**config.mk**
```make
export PLATFORM = sky130hd
export DESIGN_NAME = phase_readout_sequencer
export DESIGN_NICKNAME = d
export VERILOG_FILES = /design/src/rtl/phase_pkg.sv /design/src/rtl/phase_wrap_sub.sv /design/src/rtl/phase_readout_sequencer.sv
export SDC_FILE = /design/constraint.sdc
export NUM_CORES = 1
export LEC_CHECK = 0
export ABC_AREA = 1
export CAP_MARGIN = 20
export CORE_UTILIZATION = 42
export DETAILED_ROUTE_END_ITERATION = 12
export PLACE_DENSITY = 0.71
export SLEW_MARGIN = 20
export SYNTH_ARGS = -nofsm -noshare
export SYNTH_HDL_FRONTEND = slang
export SYNTH_HIERARCHICAL = 1
export SYNTH_SLANG_ARGS = --single-unit
```
**constraint.sdc**
```tcl
create_clock -name clock -period 4.85 [get_ports clock]
set_input_delay 0.97 -clock clock [delete_from_list [all_inputs] [get_ports clock]]
set_output_delay 0.97 -clock clock [all_outputs]
set_load 0.005 [all_outputs]
```
**src/rtl/phase_pkg.sv**
```systemverilog
// phase_pkg: shared FSM encoding and timing constants for the phase readout path
package phase_pkg;
  localparam int CORDIC_LATENCY = 28;
  localparam int BRAM_READ_LATENCY = 2;
  localparam int SETTLE_DEFAULT = CORDIC_LATENCY + BRAM_READ_LATENCY;
  localparam int PHASE_W = 24;
  typedef enum logic [2:0] {IDLE, SETTLE, WAIT_PEAK, ISSUE, WAIT_RESULT, OUTPUT} state_t;
endpackage

```
**src/rtl/phase_wrap_sub.sv**
```systemverilog
// phase_wrap_sub: registered modulo-2**W phase difference a - b
module phase_wrap_sub #(
  parameter int W = 24
) (
  input  logic         clock,
  input  logic         reset,
  input  logic         en,
  input  logic [W-1:0] a,
  input  logic [W-1:0] b,
  output logic [W-1:0] d
);
  always_ff @(posedge clock)
    if (reset) d <= '0;
    else if (en) d <= a - b;
endmodule

```
**src/rtl/phase_readout_sequencer.sv**
```systemverilog
// phase_readout_sequencer: per-window k_max query and wrapped phase-advance readout
module phase_readout_sequencer import phase_pkg::*; #(
  parameter int ADDR_WIDTH = 11,
  parameter int PHASE_WIDTH = PHASE_W,
  parameter int SETTLE_CYCLES = SETTLE_DEFAULT,
  parameter int TIMEOUT = 64
) (
  input  logic                   clock,
  input  logic                   reset,
  input  logic                   fft_tvalid,
  input  logic                   fft_tlast,
  input  logic                   cordic_tready,
  input  logic [ADDR_WIDTH-1:0]  peak_k,
  input  logic                   peak_valid,
  output logic                   peak_ready,
  output logic [ADDR_WIDTH-1:0]  pd_k_max,
  output logic                   pd_k_max_valid,
  input  logic [PHASE_WIDTH-1:0] pd_phase,
  input  logic [PHASE_WIDTH-1:0] pd_phase_last,
  input  logic                   pd_phases_valid,
  output logic [ADDR_WIDTH-1:0]  out_k,
  output logic [PHASE_WIDTH-1:0] out_dphase,
  output logic                   out_first,
  output logic                   out_valid,
  input  logic                   out_ready,
  output logic                   err_timeout,
  output logic                   err_drop
);
  localparam int TW = $clog2((SETTLE_CYCLES > TIMEOUT ? SETTLE_CYCLES : TIMEOUT) + 1);
  localparam logic [TW-1:0] SET_LOAD = TW'(SETTLE_CYCLES - 1);
  localparam logic [TW-1:0] TO_LOAD = TW'(TIMEOUT - 1);
  state_t state, state_n;
  logic [TW-1:0] timer, timer_n;
  logic first_pending, pending_frame, pend_n, take_k, take_res, beat, tl;
  assign beat = fft_tvalid & cordic_tready;
  assign tl = beat & fft_tlast;
  assign out_valid = state == OUTPUT;
  always_comb begin
    state_n = state;
    timer_n = timer;
    pend_n = pending_frame;
    peak_ready = 1'b0;
    err_drop = 1'b0;
    err_timeout = 1'b0;
    take_k = 1'b0;
    take_res = 1'b0;
    case (state)
      IDLE: begin
        state_n = tl ? SETTLE : IDLE;
        timer_n = tl ? SET_LOAD : timer;
      end
      SETTLE:
        // a new frame overwrites the phase RAM; its own tlast restarts the settle
        if (beat) begin
          err_drop = 1'b1;
          state_n = tl ? SETTLE : IDLE;
          timer_n = SET_LOAD;
        end else if (timer == '0) state_n = WAIT_PEAK;
        else timer_n = timer - 1'b1;
      WAIT_PEAK: begin
        peak_ready = 1'b1;
        take_k = peak_valid & ~peak_k[ADDR_WIDTH-1];
        err_drop = peak_valid & peak_k[ADDR_WIDTH-1];
        state_n = !peak_valid ? WAIT_PEAK : take_k ? ISSUE : IDLE;
      end
      ISSUE: begin
        state_n = WAIT_RESULT;
        timer_n = TO_LOAD;
      end
      WAIT_RESULT:
        if (pd_phases_valid) begin
          take_res = 1'b1;
          state_n = OUTPUT;
          pend_n = tl;
        end else if (beat) begin
          err_drop = 1'b1;
          state_n = IDLE;
        end else if (timer == '0) begin
          err_timeout = 1'b1;
          state_n = IDLE;
        end else timer_n = timer - 1'b1;
      OUTPUT: begin
        pend_n = pending_frame | tl;
        if (out_ready) begin
          state_n = (pending_frame | tl) ? SETTLE : IDLE;
          timer_n = SET_LOAD;
          pend_n = 1'b0;
        end
      end
      default: state_n = IDLE;
    endcase
  end
  always_ff @(posedge clock)
    if (reset) begin
      state <= IDLE;
      timer <= '0;
      first_pending <= 1'b1;
      pending_frame <= 1'b0;
      pd_k_max <= '0;
      pd_k_max_valid <= 1'b0;
      out_k <= '0;
      out_first <= 1'b0;
    end else begin
      state <= state_n;
      timer <= timer_n;
      pending_frame <= pend_n;
      pd_k_max_valid <= take_k;
      if (take_k) pd_k_max <= peak_k;
      if (take_res) begin
        out_k <= pd_k_max;
        out_first <= first_pending;
        first_pending <= 1'b0;
      end
    end
  phase_wrap_sub #(.W(PHASE_WIDTH)) u_wrap (
    .clock(clock),
    .reset(reset),
    .en(take_res),
    .a(pd_phase),
    .b(pd_phase_last),
    .d(out_dphase)
  );
endmodule

```
Yosys cells after proc, flatten, opt, wreduce, memory -nomap -nowiden
Cells that the tools add are included.
- flip-flop bits (word level): 60
- input bits: 67
- output and inout port bits: 52
- logic and storage cells: 68
- $add $sub $neg: 2
- equality and inequality tests: 12
- multiplexer cells: 32
- bitwise operators: 6
- reduce and logical (&&, ||, !) cells: 7
- operators with widths (operator ; number):
    $mux 7 ; 6
    $pmux 7 s5 ; 1
    $sub 24x24->24 ; 1
    $mux 3 ; 6
    $pmux 3 s6 ; 1
    $mux 1 ; 14
    $ne 2x2->1 const B ; 4
    $logic_not 7->1 ; 1
    $sub 7x1->7 const B ; 1
    $eq 3x2->1 const B ; 2
    $eq 3x3->1 const B ; 2
    $reduce_and 5->1 ; 1
    $reduce_bool 5->1 ; 1
    $and 1x1->1 ; 4
    $mux 2 ; 2
    $ne 4x4->1 const B ; 1
    $eq 3x1->1 const B ; 1
    $logic_not 3->1 ; 1
    $ne 3x3->1 const B ; 1
    $pmux 1 s3 ; 1
    $reduce_and 3->1 ; 1
    $ne 2x1->1 const B ; 1
    $pmux 1 s2 ; 1
    $reduce_and 2->1 ; 1
    3 further kinds ; 3

Logic depth before layout (Yosys ltp)
Gate-level depths: netlist of the first run.
- depth after elaboration: 6
- gate-level depth with buffers: 14
- mapped depth without buffers: 14

Cells and area by module
The synthesis of the first run kept the hierarchy.
- by module, submodules not included (module ; instances ; cells an instance ; area each (µm²) ; seq. area each (µm²)):
    phase_wrap_sub ; 1 ; 508 ; 2773.9 ; 480.5
    phase_readout_sequencer ; 1 ; 248 ; 1786.7 ; 720.7

Worst setup path after synthesis of the first run
Ideal clock, no wire load.
- kind: input-to-reg
- start point: in pd_phase[0]
- end point: reg u_wrap.d[16]
- library setup time: 0.109 ns
- arrival time: 2.371 ns
- data required time: 4.741 ns
- slack: 2.370 ns
- cell stages on the path: 12
- path buffers: 0
- cells stage by stage: inv_1 -> ha_1 -> fa_1 -> nand3b_1 -> nand2_1 -> nand2_1 -> nand2_2 -> nand3_1 -> nand3_1 -> nand3_1 -> nand2_1 -> inv_1
- cells in the longest elaborated chain, start to end: 1
- RTL lines (what ; RTL line ; source):
    start: declaration ; phase_readout_sequencer.sv:18 ; input logic [PHASE_WIDTH-1:0] pd_phase,
    $sub 24x24->24 ; phase_wrap_sub.sv:14 ; else if (en) d <= a - b;
    end signal: assignment ; phase_wrap_sub.sv:14 ;
    end: declaration ; phase_wrap_sub.sv:10 ; output logic [W-1:0] d
Every way passes these cells.
A chain may end at the register's enable or synchronous reset.

Final worst setup path of the first run
- start point: in cordic_tready
- end point: out err_drop
- cells in the longest elaborated chain, start to end: 4
- RTL lines (what ; RTL line ; source):
    start: declaration ; phase_readout_sequencer.sv:12 ; input logic cordic_tready,
    $and 1x1->1 (*) ; phase_readout_sequencer.sv:35 ; assign beat = fft_tvalid & cordic_tready;
    $mux 1 (*) ; phase_readout_sequencer.sv:54, phase_readout_sequencer.sv:75 ;
    $mux 1 ; phase_readout_sequencer.sv:71 ; if (pd_phases_valid) begin
    $pmux 1 s3 (*) ; phase_readout_sequencer.sv:47 ; case (state)
    end: declaration ; phase_readout_sequencer.sv:27 ; output logic err_drop
Every way passes the cells marked *; elsewhere a longest branch is shown, timed or not.

==> flow_metrics.env, run 1 <==
export IMPL_numCtsBuffers=9
export IMPL_cellPowerDensity_nw_per_um2=240
export IMPL_row_count=37
export IMPL_drt_initial_drc_count=244
export IMPL_dp_hpwl_um=9580
export IMPL_clk_latency_ns=0.34
export IMPL_clock_root_buffer="clkbuf_8"
export IMPL_grt_pass1_wl_um=19500
export IMPL_worst_pin_slew_ns=0.585
export IMPL_required_ns=3.88
export IMPL_cts_tree="done"
export IMPL_cts_resized=0
export IMPL_drv_cap=0
export IMPL_fin_ws_ns=1.45
export IMPL_p_leak_nw=3.09
export IMPL_switching_power_mw=0.453
export IMPL_final_common_cell="nand2_1"
export IMPL_finalCriticalPeriod_ns=3.40
export IMPL_finalWirelength_um=11800
export IMPL_timing_fmax_mhz=294
export IMPL_grt_max_degree=44
export IMPL_critical_path_max_fanout=6
export IMPL_setup_viol=0
export IMPL_endpoint_kind="primary output"
export IMPL_n_antenna_cell=0
export IMPL_status="complete, no violations"
export IMPL_hold_viol=0
export IMPL_first_pass_iters=5
export IMPL_synth_cell_types=42
export IMPL_tns_ns=0
export IMPL_postSynthCellCount=756
export IMPL_place_ws_ns=1.45
export IMPL_fin_skew_ns=0.00704
export IMPL_synth_area_um2=4560
export IMPL_grt_overflow_total=0
export IMPL_wire_per_inst_um=11.7
export IMPL_dieArea_um2=11300
export IMPL_num_vias=4766
export IMPL_clkTransAtPathRegs_ns=0.06
export IMPL_slew_headroom=0.610
export IMPL_ys_warn_count=6
export IMPL_clk_path_buf_depth=2
export IMPL_clkPwrFrac=0.346
export IMPL_antenna_found_initial=0
export IMPL_die_h_um=106
export IMPL_fin_nets=964
export IMPL_hold_class="reg2reg"
export IMPL_port_buffers=118
export IMPL_core_region_area_um2=10400
export IMPL_worstSetupPathType="in2out"
export IMPL_die_x_um=106
export IMPL_ioPinCount=119
export IMPL_ys_ff_latch=60
export IMPL_cp_arrival_ns=2.43
export IMPL_antenna_left=0
export IMPL_gp_congestion=0.892
export IMPL_vias_per_cell=4.71
export IMPL_combPwrFrac=0.293
export IMPL_syn_to_final_growth_pct=33.1
export IMPL_start_util=0.438
export IMPL_rsz0062_at_grt="false"
export IMPL_cp_start_kind="input port"
export IMPL_slew_violations=0
export IMPL_clock_sinks=60
export IMPL_post_cts_buffers=0
export IMPL_drc=0
export IMPL_post_synth_cell_area_avg_um2=6.03
export IMPL_grt_use_total=0.215
export IMPL_seq_power_share=0.361
export IMPL_intPower_mw=1.00
export IMPL_swShare=0.311
export IMPL_syn_num_nets=848
export IMPL_layout_common_cells="218 x nand2_1, 139 x inv_1, 118 x clkdlybuf4s50_1, 101 x nor2_1, 60 x dfxtp_1"
export IMPL_dp_cells=997
export IMPL_fin_crit_sh=0.702
export IMPL_peakVddDrop_mv=0.183
export IMPL_htreeDepth=3
export IMPL_finalNonFillerCells=1012
export IMPL_cts_hold_buf=0
export IMPL_grt_pass1_vias=4461
export IMPL_yosysSeqAreaShare=0.263
export IMPL_drive_above_1_share=0.0925
-- cells in the mapped netlist --
cell,count,share of area
o211ai_1,1,0.0016
buf_2,3,0.0033
a21o_1,4,0.0066
xnor2_1,2,0.0038
dfxtp_1,60,0.26
nand2_8,1,0.0044
nor2_2,9,0.012
nand2_2,15,0.021
nand3_4,1,0.0038
ha_1,24,0.066
nor3_4,1,0.0036
nand3b_1,3,0.0049
o21ai_4,1,0.0036
and2_1,1,0.0014
nor2_1,101,0.083
nand4_1,9,0.012
or2_0,1,0.0014
a21oi_1,23,0.025
a31o_1,1,0.0019
inv_6,1,0.0019
nor3_1,1,0.0011
o21ai_1,12,0.013
a21boi_1,1,0.0016
o21ai_0,18,0.020
nor2_4,4,0.0099
a21oi_2,6,0.012
o21ai_2,1,0.0019
nand2_4,2,0.0049
fa_1,1,0.0044
nor2_8,1,0.0044
inv_2,17,0.014
xor2_1,10,0.019
a211oi_1,2,0.0033
clkbuf_1,7,0.0058
inv_1,139,0.11
buf_6,2,0.0049
buf_1,2,0.0016
nand3_1,44,0.048
nand2_1,218,0.18
buf_4,1,0.0016
clkinv_1,1,0.00082
nand3_2,4,0.0088
-- final timing paths --
check                           cells after the start          start            end  slack [ns]
worst max-delay path                                6  cordic_tready       err_drop        1.45
worst min-delay path                                2  first_pending  first_pending        0.45
worst max register to register                      8       state[2]   u_wrap/d[17]        2.76
worst min register to register                      2  first_pending  first_pending        0.45
-- layer usage --
layer  vias up  track usage  share of wire
li1       2520            -              -
met2       121        0.382           0.48
met1      2106        0.253           0.45
met4         0       0.0952          0.025
met3        19       0.0325          0.041
met5         -            0              0
-- registers in the layout (all words and copies together), names as in the netlist --
signal and flops:
out_first 1, u_wrap/d 24, first_pending 1, pd_k_max_valid 1, timer 7, pending_frame 1, state 3, out_k 11
pd_k_max 11
-- worst max-delay path, stage by stage --
cell and delay [ns]:
clkdlybuf4s50_1 0.46, nand2_1 0.13, inv_1 0.12, nand2_2 0.08
o211ai_1 0.15, clkdlybuf4s50_1 0.52
-- per-stage QoR --
step	instance area, um2	power, mW	hold slack (ns)	utilization
2_1_floorplan	4560	0.818	0.419	-
3_3_place_gp	5850	0.949	0.429	0.561
3_5_place_dp	5850	0.959	0.437	0.561
4_1_cts	6070	1.47	0.452	0.583
5_1_grt	6070	1.55	0.471	0.583
6_report	6070	1.46	0.453	0.583
-- power groups by stage --
| stage | Clock (mW) | Sequential, mW | Combinational (mW) |
|---|---|---|---|
| after floorplan | 0 | 0.532 | 0.286 |
| after global placement | 0 | 0.534 | 0.414 |
| after detailed placement | 0 | 0.536 | 0.424 |
| after CTS | 0.518 | 0.525 | 0.426 |
| after global routing | 0.545 | 0.527 | 0.481 |
| final | 0.504 | 0.525 | 0.426 |
-- cell families (layout without fill, tap and decap cells) --
family | count (synthesis) | in the layout | share of synthesized area
AND/OR/NAND/NOR | 416 | 416 | 0.405
buffers and inverters | 173 | 293 | 0.148
AO/OA/AOI/OAI | 70 | 70 | 0.0903
flip-flops | 60 | 60 | 0.263
adder cells (fa/ha/maj) | 25 | 25 | 0.0702
XOR/XNOR | 12 | 12 | 0.0230
-- layout make-up --
type / instances / area (um2)
clock buffers: 11 / 151
clock inverters: 4 / 72.6
fillers: 1031 / 4340
inverters: 158 / 598
multi-input cells: 523 / 2680
flip-flops and latches: 60 / 1200
well taps: 136 / 170
repair buffers: 120 / 1200
Note: power is estimated with default switching activity, not from simulation.
==> run 2, diff against run 1 <==
==> constraint.sdc (replaced) <==
create_clock -name clock -period 3.45 [get_ports clock]
set_input_delay 0.69 -clock clock [delete_from_list [all_inputs] [get_ports clock]]
set_output_delay 0.69 -clock clock [all_outputs]
set_load 0.005 [all_outputs]
==> flow_metrics.env, run 2 (synthesis gave the netlist of run 1 again) <==
export IMPL_status="complete, no violations"
export IMPL_drt_initial_drc_count=237
export IMPL_cpMaxStageDelayCell="clkdlybuf4s50_1"
export IMPL_hold_slack_ns=0.449
export IMPL_antenna_left=0
export IMPL_first_pass_iters=6
export IMPL_grt_max_degree=27
export IMPL_htreeDepth=3
export IMPL_die_x_um=106
export IMPL_cp_start_kind="input port"
export IMPL_critical_path_max_fanout=6
export IMPL_cellPowerDensity_nw_per_um2=314
export IMPL_drv_cap=0
export IMPL_reg2reg_from="state[2]"
export IMPL_reg2reg_to="u_wrap/d[19]"
export IMPL_drive_above_1_share=0.0934
export IMPL_ioPinCount=119
export IMPL_gp_congestion=0.896
export IMPL_finalWirelength_um=12100
export IMPL_worstSetupPathType="in2out"
export IMPL_slew_headroom=0.529
export IMPL_largest_reg_flops=24
export IMPL_clock_sinks=60
export IMPL_clk_path_buf_depth=2
export IMPL_final_util=0.578
export IMPL_cts_resized=0
export IMPL_path_depth=6
export IMPL_crit_chain="clkdlybuf4s50_1 > nand2_1 > inv_1 > nand2_2 > o211ai_1 > clkdlybuf4s50_1"
export IMPL_port_buffers=118
export IMPL_fin_crit_sh=0.824
export IMPL_start_util=0.438
export IMPL_cp_arrival_ns=2.15
export IMPL_clock_root_buffer="clkbuf_8"
export IMPL_startpoint="fft_tvalid"
export IMPL_wire_per_inst_um=11.9
export IMPL_final_common_cell="nand2_1"
export IMPL_crit_path_end="err_drop"
export IMPL_clk_latency_ns=0.34
export IMPL_power_total_mw=1.89
export IMPL_path_delay_family="buffers and inverters"
export IMPL_dp_hpwl_um=9690
export IMPL_core_region_area_um2=10400
export IMPL_dieArea_um2=11300
export IMPL_cts_tree="done"
export IMPL_top_register="u_wrap/d"
export IMPL_finalCriticalPeriod_ns=2.84
export IMPL_rsz0062_at_grt="false"
export IMPL_drc=0
export IMPL_slew_violations=0
export IMPL_required_ns=2.76
export IMPL_n_antenna_cell=0
export IMPL_setup_viol=0
export IMPL_grt_pass1_wl_um=19800
export IMPL_row_count=37
export IMPL_antenna_found_initial=0
export IMPL_fin_nets=965
export IMPL_post_cts_buffers=0
export IMPL_p_leak_nw=3.07
export IMPL_peakVddDrop_mv=0.167
export IMPL_ff2ff_path_depth=8
export IMPL_grt_pass1_vias=4415
export IMPL_numCtsBuffers=9
export IMPL_largestRegisters="u_wrap/d x24, out_k x11, pd_k_max x11"
export IMPL_grt_overflow_total=0
export IMPL_worst_pin_slew_ns=0.704
export IMPL_path_common_cell="clkdlybuf4s50_1"
export IMPL_slowest_delay_ns=0.52
export IMPL_syn_to_final_growth_pct=32.1
export IMPL_tns_ns=0
export IMPL_cts_hold_buf=0
export IMPL_num_vias=4754
export IMPL_fin_skew_ns=0.00727
export IMPL_die_h_um=106
export IMPL_vias_per_cell=4.69
export IMPL_timing_fmax_mhz=352
export IMPL_crit_buf_inv=3
export IMPL_place_area_um2=5860
export IMPL_clkTransAtPathRegs_ns=0.07
export IMPL_layout_common_cells="218 x nand2_1, 139 x inv_1, 118 x clkdlybuf4s50_1, 101 x nor2_1, 60 x dfxtp_1"
export IMPL_hold_class="reg2reg"
export IMPL_reg2reg_setup_slack_ns=1.52
export IMPL_hold_viol=0
export IMPL_min_from="first_pending"
export IMPL_final_area_um2=6020
export IMPL_grt_use_total=0.218
export IMPL_endpoint_kind="primary output"
[run 2: cell types whose count changed in the layout (fill, tap and decap cells not counted), sizes merged]
| cell | before | now |
|---|---|---|
| buf | 2 | 3 |
| bufinv | 2 | 0 |
| clkbuf | 11 | 10 |
| clkinv | 2 | 5 |
| inv | 157 | 158 |
[run 2: stage by stage]
step,worst slack (ns),std cells
floorplan,1.25,756
global placement,0.615,998
detailed placement,0.604,998
CTS,0.605,1014
global route,0.520,1014
finish,0.606,1014
[run 2: how the worst min path moves through the flow]
stage | to | slack [ns] | depth (start not counted)
global placement | first_pending | 0.43 | 2
CTS | first_pending | 0.45 | 2
global route | out_first | 0.48 | 2
floorplan | first_pending | 0.42 | 2
finish | first_pending | 0.45 | 2
detailed placement | first_pending | 0.44 | 2
[run 2: worst register-to-register path: stages, from the launching register on]
cell	delay (ns)
dfxtp_1	0.57
nand2_4	0.13
inv_6	0.10
nand2_8	0.11
inv_2	0.31
buf_4	0.33
nand3_1	0.17
nand2_1	0.09
inv_1	0.03
[run 2: area by class of cell]
class	count	area, um2
fillers	1061	4390
multi-input cells	523	2680
repair buffers	121	1200
flip-flops and latches	60	1200
inverters	158	598
well taps	136	170
clock buffers	10	128
clock inverters	6	40.0
[run 2: report_power, final]
part           internal, mW  switching (mW)  total [mW]
Combinational         0.254           0.347       0.601
Sequential            0.715          0.0224       0.737
Clock                 0.260           0.293       0.554
[run 2: layer usage]
| metal | global-route usage | part of all wire | vias to the layer above |
|---|---|---|---|
| li1 | - | - | 2522 |
| met1 | 0.273 | 0.47 | 2110 |
| met2 | 0.387 | 0.48 | 109 |
| met3 | 0.0270 | 0.037 | 13 |
| met4 | 0.0645 | 0.0099 | 0 |
| met5 | 0 | 0 | - |
==> run 3, diff against run 2 <==
==> constraint.sdc (replaced) <==
create_clock -name clock -period 2.9 [get_ports clock]
set_input_delay 0.58 -clock clock [delete_from_list [all_inputs] [get_ports clock]]
set_output_delay 0.58 -clock clock [all_outputs]
set_load 0.005 [all_outputs]
==> flow_metrics.env, run 3 (synthesis gave the netlist of run 1 again) <==
export IMPL_status="complete, no violations"
export IMPL_grt_overflow_total=0
export IMPL_rsz0062_at_grt="false"
export IMPL_clk_path_buf_depth=2
export IMPL_slowest_delay_ns=0.50
export IMPL_slew_headroom=0.602
export IMPL_multiInputGateArea_um2=2680
export IMPL_clkTransAtPathRegs_ns=0.07
export IMPL_clock_sinks=60
export IMPL_numCtsBuffers=9
export IMPL_cts_tree="done"
export IMPL_layout_common_cells="218 x nand2_1, 139 x inv_1, 118 x clkdlybuf4s50_1, 101 x nor2_1, 60 x dfxtp_1"
export IMPL_die_x_um=106
export IMPL_cp_start_kind="flop"
export IMPL_hold_class="reg2reg"
export IMPL_n_antenna_cell=0
export IMPL_cts_hold_buf=0
export IMPL_tns_ns=0
export IMPL_required_ns=2.32
export IMPL_first_pass_iters=5
export IMPL_row_count=37
export IMPL_finalWirelength_um=11900
export IMPL_endpoint_kind="primary output"
export IMPL_fin_crit_sh=0.936
export IMPL_register_area_um2=1200
export IMPL_clk_latency_ns=0.33
export IMPL_hold_slack_ns=0.448
export IMPL_post_cts_buffers=0
export IMPL_slew_violations=0
export IMPL_worst_pin_slew_ns=0.596
export IMPL_fin_ws_ns=0.187
export IMPL_clock_root_buffer="clkbuf_8"
export IMPL_final_area_um2=6060
export IMPL_drc=0
export IMPL_dp_cells=999
export IMPL_num_vias=4744
export IMPL_cp_arrival_ns=2.13
export IMPL_antenna_left=0
export IMPL_peakVddDrop_mv=0.212
export IMPL_setup_viol=0
export IMPL_largestRegisters="u_wrap/d x24, out_k x11, pd_k_max x11"
export IMPL_drive_above_1_share=0.0945
export IMPL_cellPowerDensity_nw_per_um2=389
export IMPL_core_region_area_um2=10400
export IMPL_grt_use_total=0.218
export IMPL_met3_usage=0.0270
export IMPL_ioPinCount=119
export IMPL_finalCriticalPeriod_ns=2.71
export IMPL_fillers=1034
export IMPL_timing_fmax_mhz=369
export IMPL_critical_path_max_fanout=10
export IMPL_final_util=0.582
export IMPL_power_total_mw=2.36
export IMPL_place_ws_ns=0.229
export IMPL_largest_reg_flops=24
export IMPL_grt_busiest_layer="met2"
export IMPL_drv_cap=0
export IMPL_crit_buf_inv=2
export IMPL_reg2reg_from="state[2]"
export IMPL_wire_per_inst_um=11.8
export IMPL_fin_nets=966
export IMPL_crit_chain="inv_1 > ha_1 > nand2_1 > nor2_1 > nand2_2 > nor2_1 > clkdlybuf4s50_1"
export IMPL_cpMaxStageDelayCell="clkdlybuf4s50_1"
export IMPL_grt_pass1_vias=4374
export IMPL_worstSetupPathType="reg2out"
export IMPL_grt_pass1_wl_um=19900
export IMPL_cts_resized=0
export IMPL_place_area_um2=5860
export IMPL_grt_util_met2=0.379
export IMPL_use_met1=0.283
export IMPL_grt_max_degree=43
export IMPL_startpoint="timer[0]"
export IMPL_final_common_cell="nand2_1"
export IMPL_path_common_cell="nor2_1"
export IMPL_gp_congestion=0.919
export IMPL_htreeDepth=3
export IMPL_path_delay_family="buffers and inverters"
export IMPL_top_register="u_wrap/d"
export IMPL_hold_viol=0
export IMPL_antenna_found_initial=0
export IMPL_port_buffers=118
export IMPL_syn_to_final_growth_pct=32.9
export IMPL_die_h_um=106
export IMPL_start_util=0.438
export IMPL_drt_initial_drc_count=283
export IMPL_p_leak_nw=3.10
export IMPL_finalNonFillerCells=1014
export IMPL_dp_hpwl_um=9610
export IMPL_min_from="first_pending"
export IMPL_fin_skew_ns=0.0119
export IMPL_dieArea_um2=11300
export IMPL_vias_per_cell=4.68
[run 3: worst min-delay path, cell delays in order (launching register included)]
cell	delay, ns
dfxtp_1	0.31
nand2_1	0.06
nand2_1	0.04
[run 3: path summary, 6_finish.rpt]
kind                                       to  slack (ns)  cells past startpoint
worst max register to register   u_wrap/d[19]        1.03                      8
worst max-delay path              err_timeout        0.19                      7
worst min register to register  first_pending        0.45                      2
worst min-delay path            first_pending        0.45                      2
[run 3: layout make-up]
class,count,area share
Clock buffer,11,0.0250
Timing Repair Buffer,122,0.200
Clock inverter,4,0.00805
Multi-Input combinational cell,523,0.442
Tap cell,136,0.0281
Inverter,158,0.0986
Sequential cell,60,0.198
[run 3: report_power, final]
| group | total [mW] | leakage (nW) | switching, mW | internal (mW) |
|---|---|---|---|---|
| logic | 0.718 | 2.51 | 0.416 | 0.302 |
| registers | 0.877 | 0.485 | 0.0262 | 0.851 |
| clock network | 0.765 | 0.105 | 0.328 | 0.437 |
| total | 2.36 | 3.10 | 0.770 | 1.59 |
[run 3: routing by layer]
metal	vias up	share of wire
li1	2523	-
met5	-	0
met3	11	0.036
met1	2096	0.47
met4	0	0.010
met2	114	0.48
